`config.mk`:
```
export PLATFORM = sky130hd
export DESIGN_NAME = ones_counter_ctrl
export DESIGN_NICKNAME = d
export VERILOG_FILES = /design/src/rtl/ones_counter_ctrl_pkg.sv /design/src/rtl/ones_ctrl_decode.sv /design/src/rtl/ones_counter_ctrl.sv
export SDC_FILE = /design/constraint.sdc
export NUM_CORES = 1
export LEC_CHECK = 0
export ABC_AREA = 1
export CORE_ASPECT_RATIO = 1.5
export CORE_MARGIN = 2
export CORE_UTILIZATION = 38
export CTS_CLUSTER_DIAMETER = 30
export DETAILED_ROUTE_END_ITERATION = 12
export PLACE_DENSITY = 0.95
export REMOVE_ABC_BUFFERS = 1
export SETUP_SLACK_MARGIN = 0.1
export SYNTH_ARGS = -nofsm -noshare
export SYNTH_HDL_FRONTEND = slang
export SYNTH_SLANG_ARGS = --single-unit
```
`constraint.sdc`:
```
create_clock -name clk_i -period 2.1 [get_ports clk_i]
set_clock_uncertainty 0.05 [all_clocks]
set_input_delay 0.42 -clock clk_i [delete_from_list [all_inputs] [get_ports clk_i]]
set_output_delay 0.42 -clock clk_i [all_outputs]
set_load 0.02 [all_outputs]
```
`src/rtl/ones_counter_ctrl_pkg.sv`:
```
// Shared definitions for the ones-counter controller: ALU op codes, RF addresses,
// state encoding and the control vector driven onto the datapath.
// Build option: ONES_CTRL_FUSE_EN merges the INC state into a combined SHIFT_INC state.
package ones_counter_ctrl_pkg;

  // ALU op codes
  localparam logic [3:0] AluPass = 4'h0;
  localparam logic [3:0] AluInc  = 4'h1;
  localparam logic [3:0] AluShr  = 4'h6;
  localparam logic [3:0] AluZero = 4'h7;

  // Default register-file addresses
  localparam logic [3:0] DefCntAddr  = 4'd0;
  localparam logic [3:0] DefDataAddr = 4'd1;

  localparam int unsigned IterW = 5;

  // 3-bit binary state encoding; code 4 is INC or SHIFT_INC depending on the build
  typedef enum logic [2:0] {
    StIdle     = 3'd0,
    StClear    = 3'd1,
    StLoad     = 3'd2,
    StTest     = 3'd3,
`ifdef ONES_CTRL_FUSE_EN
    StShiftInc = 3'd4,
`else
    StInc      = 3'd4,
`endif
    StShift    = 3'd5,
    StOut      = 3'd6,
    StDone     = 3'd7
  } state_e;

  typedef struct packed {
    logic       busy;
    logic       done;
    logic       ie;
    logic [3:0] waa;
    logic [3:0] raa;
    logic [3:0] wab;
    logic [3:0] rab;
    logic       wea;
    logic       web;
    logic       rea;
    logic       reb;
    logic       oe;
    logic [3:0] s_alu1;
    logic [3:0] s_alu2;
  } ctrl_t;

endpackage

```
`src/rtl/ones_ctrl_decode.sv`:
```
// Moore output decode: maps the controller state onto the datapath control vector.
// Build option: ONES_CTRL_FUSE_EN adds the SHIFT_INC decode in place of INC.
module ones_ctrl_decode
  import ones_counter_ctrl_pkg::*;
#(
  parameter logic [3:0] CntAddr  = DefCntAddr,
  parameter logic [3:0] DataAddr = DefDataAddr
) (
  input  state_e state_i,
  output ctrl_t  ctrl_o
);

  // Start from the all-idle vector, then assert only what each state needs
  always_comb begin
    ctrl_o        = '0;
    ctrl_o.s_alu1 = AluPass;
    ctrl_o.s_alu2 = AluPass;
    ctrl_o.busy   = (state_i != StIdle);
    unique case (state_i)
      StIdle: ;
      StClear: begin
        ctrl_o.rea    = 1'b1;
        ctrl_o.raa    = CntAddr;
        ctrl_o.s_alu1 = AluZero;
        ctrl_o.wea    = 1'b1;
        ctrl_o.waa    = CntAddr;
      end
      StLoad: begin
        ctrl_o.ie  = 1'b1;
        ctrl_o.web = 1'b1;
        ctrl_o.wab = DataAddr;
      end
      StTest: begin
        ctrl_o.reb = 1'b1;
        ctrl_o.rab = DataAddr;
      end
`ifdef ONES_CTRL_FUSE_EN
      // Dual-write RF: count increments on port A while data shifts on port B
      StShiftInc: begin
        ctrl_o.rea    = 1'b1;
        ctrl_o.raa    = CntAddr;
        ctrl_o.s_alu1 = AluInc;
        ctrl_o.wea    = 1'b1;
        ctrl_o.waa    = CntAddr;
        ctrl_o.reb    = 1'b1;
        ctrl_o.rab    = DataAddr;
        ctrl_o.s_alu2 = AluShr;
        ctrl_o.web    = 1'b1;
        ctrl_o.wab    = DataAddr;
      end
`else
      StInc: begin
        ctrl_o.rea    = 1'b1;
        ctrl_o.raa    = CntAddr;
        ctrl_o.s_alu1 = AluInc;
        ctrl_o.wea    = 1'b1;
        ctrl_o.waa    = CntAddr;
      end
`endif
      StShift: begin
        ctrl_o.reb    = 1'b1;
        ctrl_o.rab    = DataAddr;
        ctrl_o.s_alu2 = AluShr;
        ctrl_o.web    = 1'b1;
        ctrl_o.wab    = DataAddr;
      end
      StOut: begin
        ctrl_o.rea = 1'b1;
        ctrl_o.raa = CntAddr;
        ctrl_o.oe  = 1'b1;
      end
      StDone: begin
        ctrl_o.done = 1'b1;
      end
      default: ;
    endcase
  end

endmodule

```
`src/rtl/ones_counter_ctrl.sv`:
```
// Sequencer for the ones-counter datapath: loads DataIn, then shifts/tests/increments
// until the data register reads zero, and finally latches the count to the output register.
// Build option: ONES_CTRL_FUSE_EN fuses increment and shift into one cycle.
module ones_counter_ctrl
  import ones_counter_ctrl_pkg::*;
#(
  parameter logic [3:0]  CntAddr  = DefCntAddr,
  parameter logic [3:0]  DataAddr = DefDataAddr,
  parameter int unsigned MaxIter  = 16
) (
  input  logic        clk_i,
  input  logic        rst_i,
  input  logic        start_i,
  input  logic [15:0] datapath_i,
  output logic        busy_o,
  output logic        done_o,
  output logic        ie_o,
  output logic [3:0]  waa_o,
  output logic [3:0]  raa_o,
  output logic [3:0]  wab_o,
  output logic [3:0]  rab_o,
  output logic        wea_o,
  output logic        web_o,
  output logic        rea_o,
  output logic        reb_o,
  output logic        oe_o,
  output logic [3:0]  s_alu1_o,
  output logic [3:0]  s_alu2_o
);

  localparam logic [IterW-1:0] IterMax = IterW'(MaxIter);

  state_e           state_q, state_d;
  logic [IterW-1:0] iter_q, iter_d;
  ctrl_t            ctrl;

  // State and iteration registers; reset aborts any run in progress
  always_ff @(posedge clk_i or posedge rst_i) begin
    if (rst_i) begin
      state_q <= StIdle;
      iter_q  <= '0;
    end else begin
      state_q <= state_d;
      iter_q  <= iter_d;
    end
  end

  // Next-state and iteration-count logic
  always_comb begin
    state_d = state_q;
    iter_d  = iter_q;
    unique case (state_q)
      StIdle:  if (start_i) state_d = StClear;
      StClear: begin
        iter_d  = '0;
        state_d = StLoad;
      end
      StLoad:  state_d = StTest;
      // iter bound guarantees termination even if the data never reads zero
      StTest: begin
        if (datapath_i == '0 || iter_q == IterMax) begin
          state_d = StOut;
        end else if (datapath_i[0]) begin
`ifdef ONES_CTRL_FUSE_EN
          state_d = StShiftInc;
`else
          state_d = StInc;
`endif
        end else begin
          state_d = StShift;
        end
      end
`ifdef ONES_CTRL_FUSE_EN
      StShift, StShiftInc: begin
`else
      StInc:   state_d = StShift;
      StShift: begin
`endif
        if (iter_q != IterMax) iter_d = iter_q + 1'b1;
        state_d = StTest;
      end
      StOut:   state_d = StDone;
      StDone:  state_d = StIdle;
      default: state_d = StIdle;
    endcase
  end

  ones_ctrl_decode #(
    .CntAddr  (CntAddr),
    .DataAddr (DataAddr)
  ) u_decode (
    .state_i (state_q),
    .ctrl_o  (ctrl)
  );

  assign busy_o   = ctrl.busy;
  assign done_o   = ctrl.done;
  assign ie_o     = ctrl.ie;
  assign waa_o    = ctrl.waa;
  assign raa_o    = ctrl.raa;
  assign wab_o    = ctrl.wab;
  assign rab_o    = ctrl.rab;
  assign wea_o    = ctrl.wea;
  assign web_o    = ctrl.web;
  assign rea_o    = ctrl.rea;
  assign reb_o    = ctrl.reb;
  assign oe_o     = ctrl.oe;
  assign s_alu1_o = ctrl.s_alu1;
  assign s_alu2_o = ctrl.s_alu2;

endmodule

```
==> out/metrics.csv, run 1 <==
stage,metric,value,unit
synthesis,synth.avg_cell_area,7.56,sq um
grt,grt_max_degree,9,
cells_and_area,nets,154,
job,maxCapViolations,0,
floorplan,start_util,0.408,
synthesis,ys_ff_latch,8,
clock_tree,cts-buffers-inserted,3,
worst_setup_path,crit_arrival,1.51,ns
cells_and_area,final_common_cell,clkdlybuf4s50_1,
placed_design,port-buffer-count,33,
synthesis,syn_area,756,sq um
clock_tree,cts_root_buffer,clkbuf_4,
cells_and_area,multi_input_area,402,sq um
worst_setup_path,cp_max_fo,4,
timing,max_freq,506,MHz
clock_tree,cts_tree,done,
synthesis,ys_warn_count,0,
timing,min_period_over_period,0.941,
synthesis,yosysTopAreaCell,dfrtp_1,
grt,grt_pass1_vias,764,
clock_tree,cts_hold_buf,0,
grt,antenna_found_initial,0,
timing,holdWs,0.366,ns
synthesis,synth_top_area_frac,0.265,
cells_and_area,fillers,170,
clock_tree,cts_buffer_depth,2,
cells_and_area,register_area,200,sq um
detailed_routing,drcViolationCount,0,
floorplan,fp-row-count,19,
clock_tree,post_cts_buffers,0,
grt,grt.overflow.total,0,
detailed_routing,routedWlPerCell,12.4,um
power_and_ir_drop,p_leak,0.520,nW
timing,post-route-min-period,1.98,ns
power_and_ir_drop,power.density,1240,nW/um^2
worst_setup_path,path_class,reg2out,
cells_and_area,final_cell_mix,"18 x clkdlybuf4s50_1, 17 x conb_1, 16 x nor2_1",
clock_tree,clk_latency,0.27,ns
worst_setup_path,regToRegSetupSlack,0.75,ns
timing,rsz0062_at_grt,true,
detailed_routing,ant_nets,0,
hold_path,hold_class,in2async,
timing,slew_viol_final,0,
floorplan,design.core.area,1850,sq um
power_and_ir_drop,peakVddDrop,0.000743,V
synthesis,ys_seq_area_frac,0.265,
detailed_routing,drt-initial-drc-count,19,
clock_tree,htreeDepth,1,
clock_tree,path_clk_slew,0.06,ns
grt,track_usage,0.188,
detailed_routing,drt_pre_antenna_iters,4,
timing,setup_tns,0,ns
timing,hold_viol,0,
timing,setup_viol,0,
placed_design,hpwl,1540,um
cells_and_area,area_delta_synth_final,32.6,%
clock_tree,clock-sinks,8,
worst_setup_path,cp.required,1.63,ns
cells_and_area,antennaDiodeCount,0,
floorplan,die_h,58.6,um
detailed_routing,viasPerCell,4.78,
cells_and_area,fin_util,0.540,
synthesis,synthTopCellsByArea,"dfrtp_1 26%, buf_4 22%, nor2_1 7.9%",
worst_setup_path,end_kind,output port,
detailed_routing,via_count,726,
worst_setup_path,startpoint_type,flop,
grt,grt_pass1_wl,2990,um
floorplan,die_w,40.4,um
outcome,run_status,"complete, no violations",
cells_and_area,drive_above_1_share,0.198,
synthesis,synth_cell_types,26,
synthesis,synthCells,100,
floorplan,io_pins,51,
floorplan,die-area,2370,sq um
placed_design,gp_congestion,0.836,
detailed_routing,routed_wl,1880,um
critical path, stage by stage, from the launching register on:
cell and delay (ns):
dfrtp_1 0.44, nor2_4 0.17, inv_2 0.07, nor2_8 0.08
inv_2 0.06, nand2_1 0.07, dlygate4sd2_1 0.34
logic make-up after synthesis:
| family | Yosys count | synth area share |
|---|---|---|
| adders and majority gates | 2 | 0.0331 |
| and+or+nand+nor | 41 | 0.286 |
| xor gates and xnor gates | 2 | 0.0232 |
| DFF | 8 | 0.265 |
| AOI/OAI and AO/OA | 11 | 0.104 |
| buffers and inverters | 35 | 0.283 |
| other | 1 | 0.00496 |
cell usage after synthesis:
library cell and instances:
a21oi_1 1, a21oi_2 1, a31oi_1 1, buf_4 22
clkinv_1 1, conb_1 1, dfrtp_1 8, ha_1 2
inv_1 8, inv_2 4, nand2_1 12, nand2_2 2
nand2_4 2, nand3_1 4, nand4_1 1, nand4_2 1
nor2_1 16, nor2_2 1, nor2_4 1, nor2_8 1
o21ai_0 1, o21ai_1 4, o21ai_2 1, o22ai_2 2
xnor2_1 1, xor2_1 1
cell type report:
type,instances,share of cell area
multi-input combinational,73,0.401
timing repair buffer,34,0.300
sequential,8,0.200
inverter,13,0.0512
tap,21,0.0262
clock buffer,3,0.0225
path summary, 6_finish.rpt:
kind	end	cells past startpoint	from
worst max register to register	iter_q[1]	6	iter_q[0]
max in group asynchronous	iter_q[2]	2	rst_i
worst max-delay path	reb_o	6	state_q[1]
worst min-delay path	state_q[2]	2	rst_i
worst min register to register	iter_q[4]	2	iter_q[4]
min in group clk_i	iter_q[4]	2	iter_q[4]
registers in the layout, summed over array words and instances (netlist names):
register	cells
iter_q	5
state_q	3
per-layer routing:
layer,GRT usage,up-vias,wire length [um]
met5,0,-,0
met4,0.157,0,62
met3,0.0528,7,187
met2,0.322,57,986
met1,0.163,327,646
li1,-,335,-
power breakdown:
group	leakage [nW]	internal [W]	switching, W	total, W
combinational	0.401	0.000288	0.000568	0.000857
clock	0.0138	0.0000659	0.0000601	0.000126
sequential	0.104	0.000199	0.0000600	0.000259
what timing repair did:
item	CTS	global route
resized for setup	18	10
pin swaps	0	0
endpoints found under the setup margin	15	9
metrics by stage:
step	area [sq um]	instances	total power (W)	setup WS, ns
floorplan	651	94	0.000809	0.337
detailed placement	1010	149	0.00122	0.0794
global route	1000	152	0.00131	0.0677
finish	1000	152	0.00124	0.124
global placement	1010	149	0.00119	0.0896
CTS	1030	152	0.00126	0.101
Note: power is estimated with default switching activity, not from simulation.
==> inputs of run 2 (changes only) <==
--- a/config.mk
+++ b/config.mk
@@ -11,6 +11,7 @@
 export CORE_UTILIZATION = 38
 export CTS_CLUSTER_DIAMETER = 30
 export DETAILED_ROUTE_END_ITERATION = 12
+export HOLD_SLACK_MARGIN = 0.05
 export PLACE_DENSITY = 0.95
 export REMOVE_ABC_BUFFERS = 1
 export SETUP_SLACK_MARGIN = 0.1
==> results of run 2 <==
Final layout, timing and power as in run 1 (identical DEF).
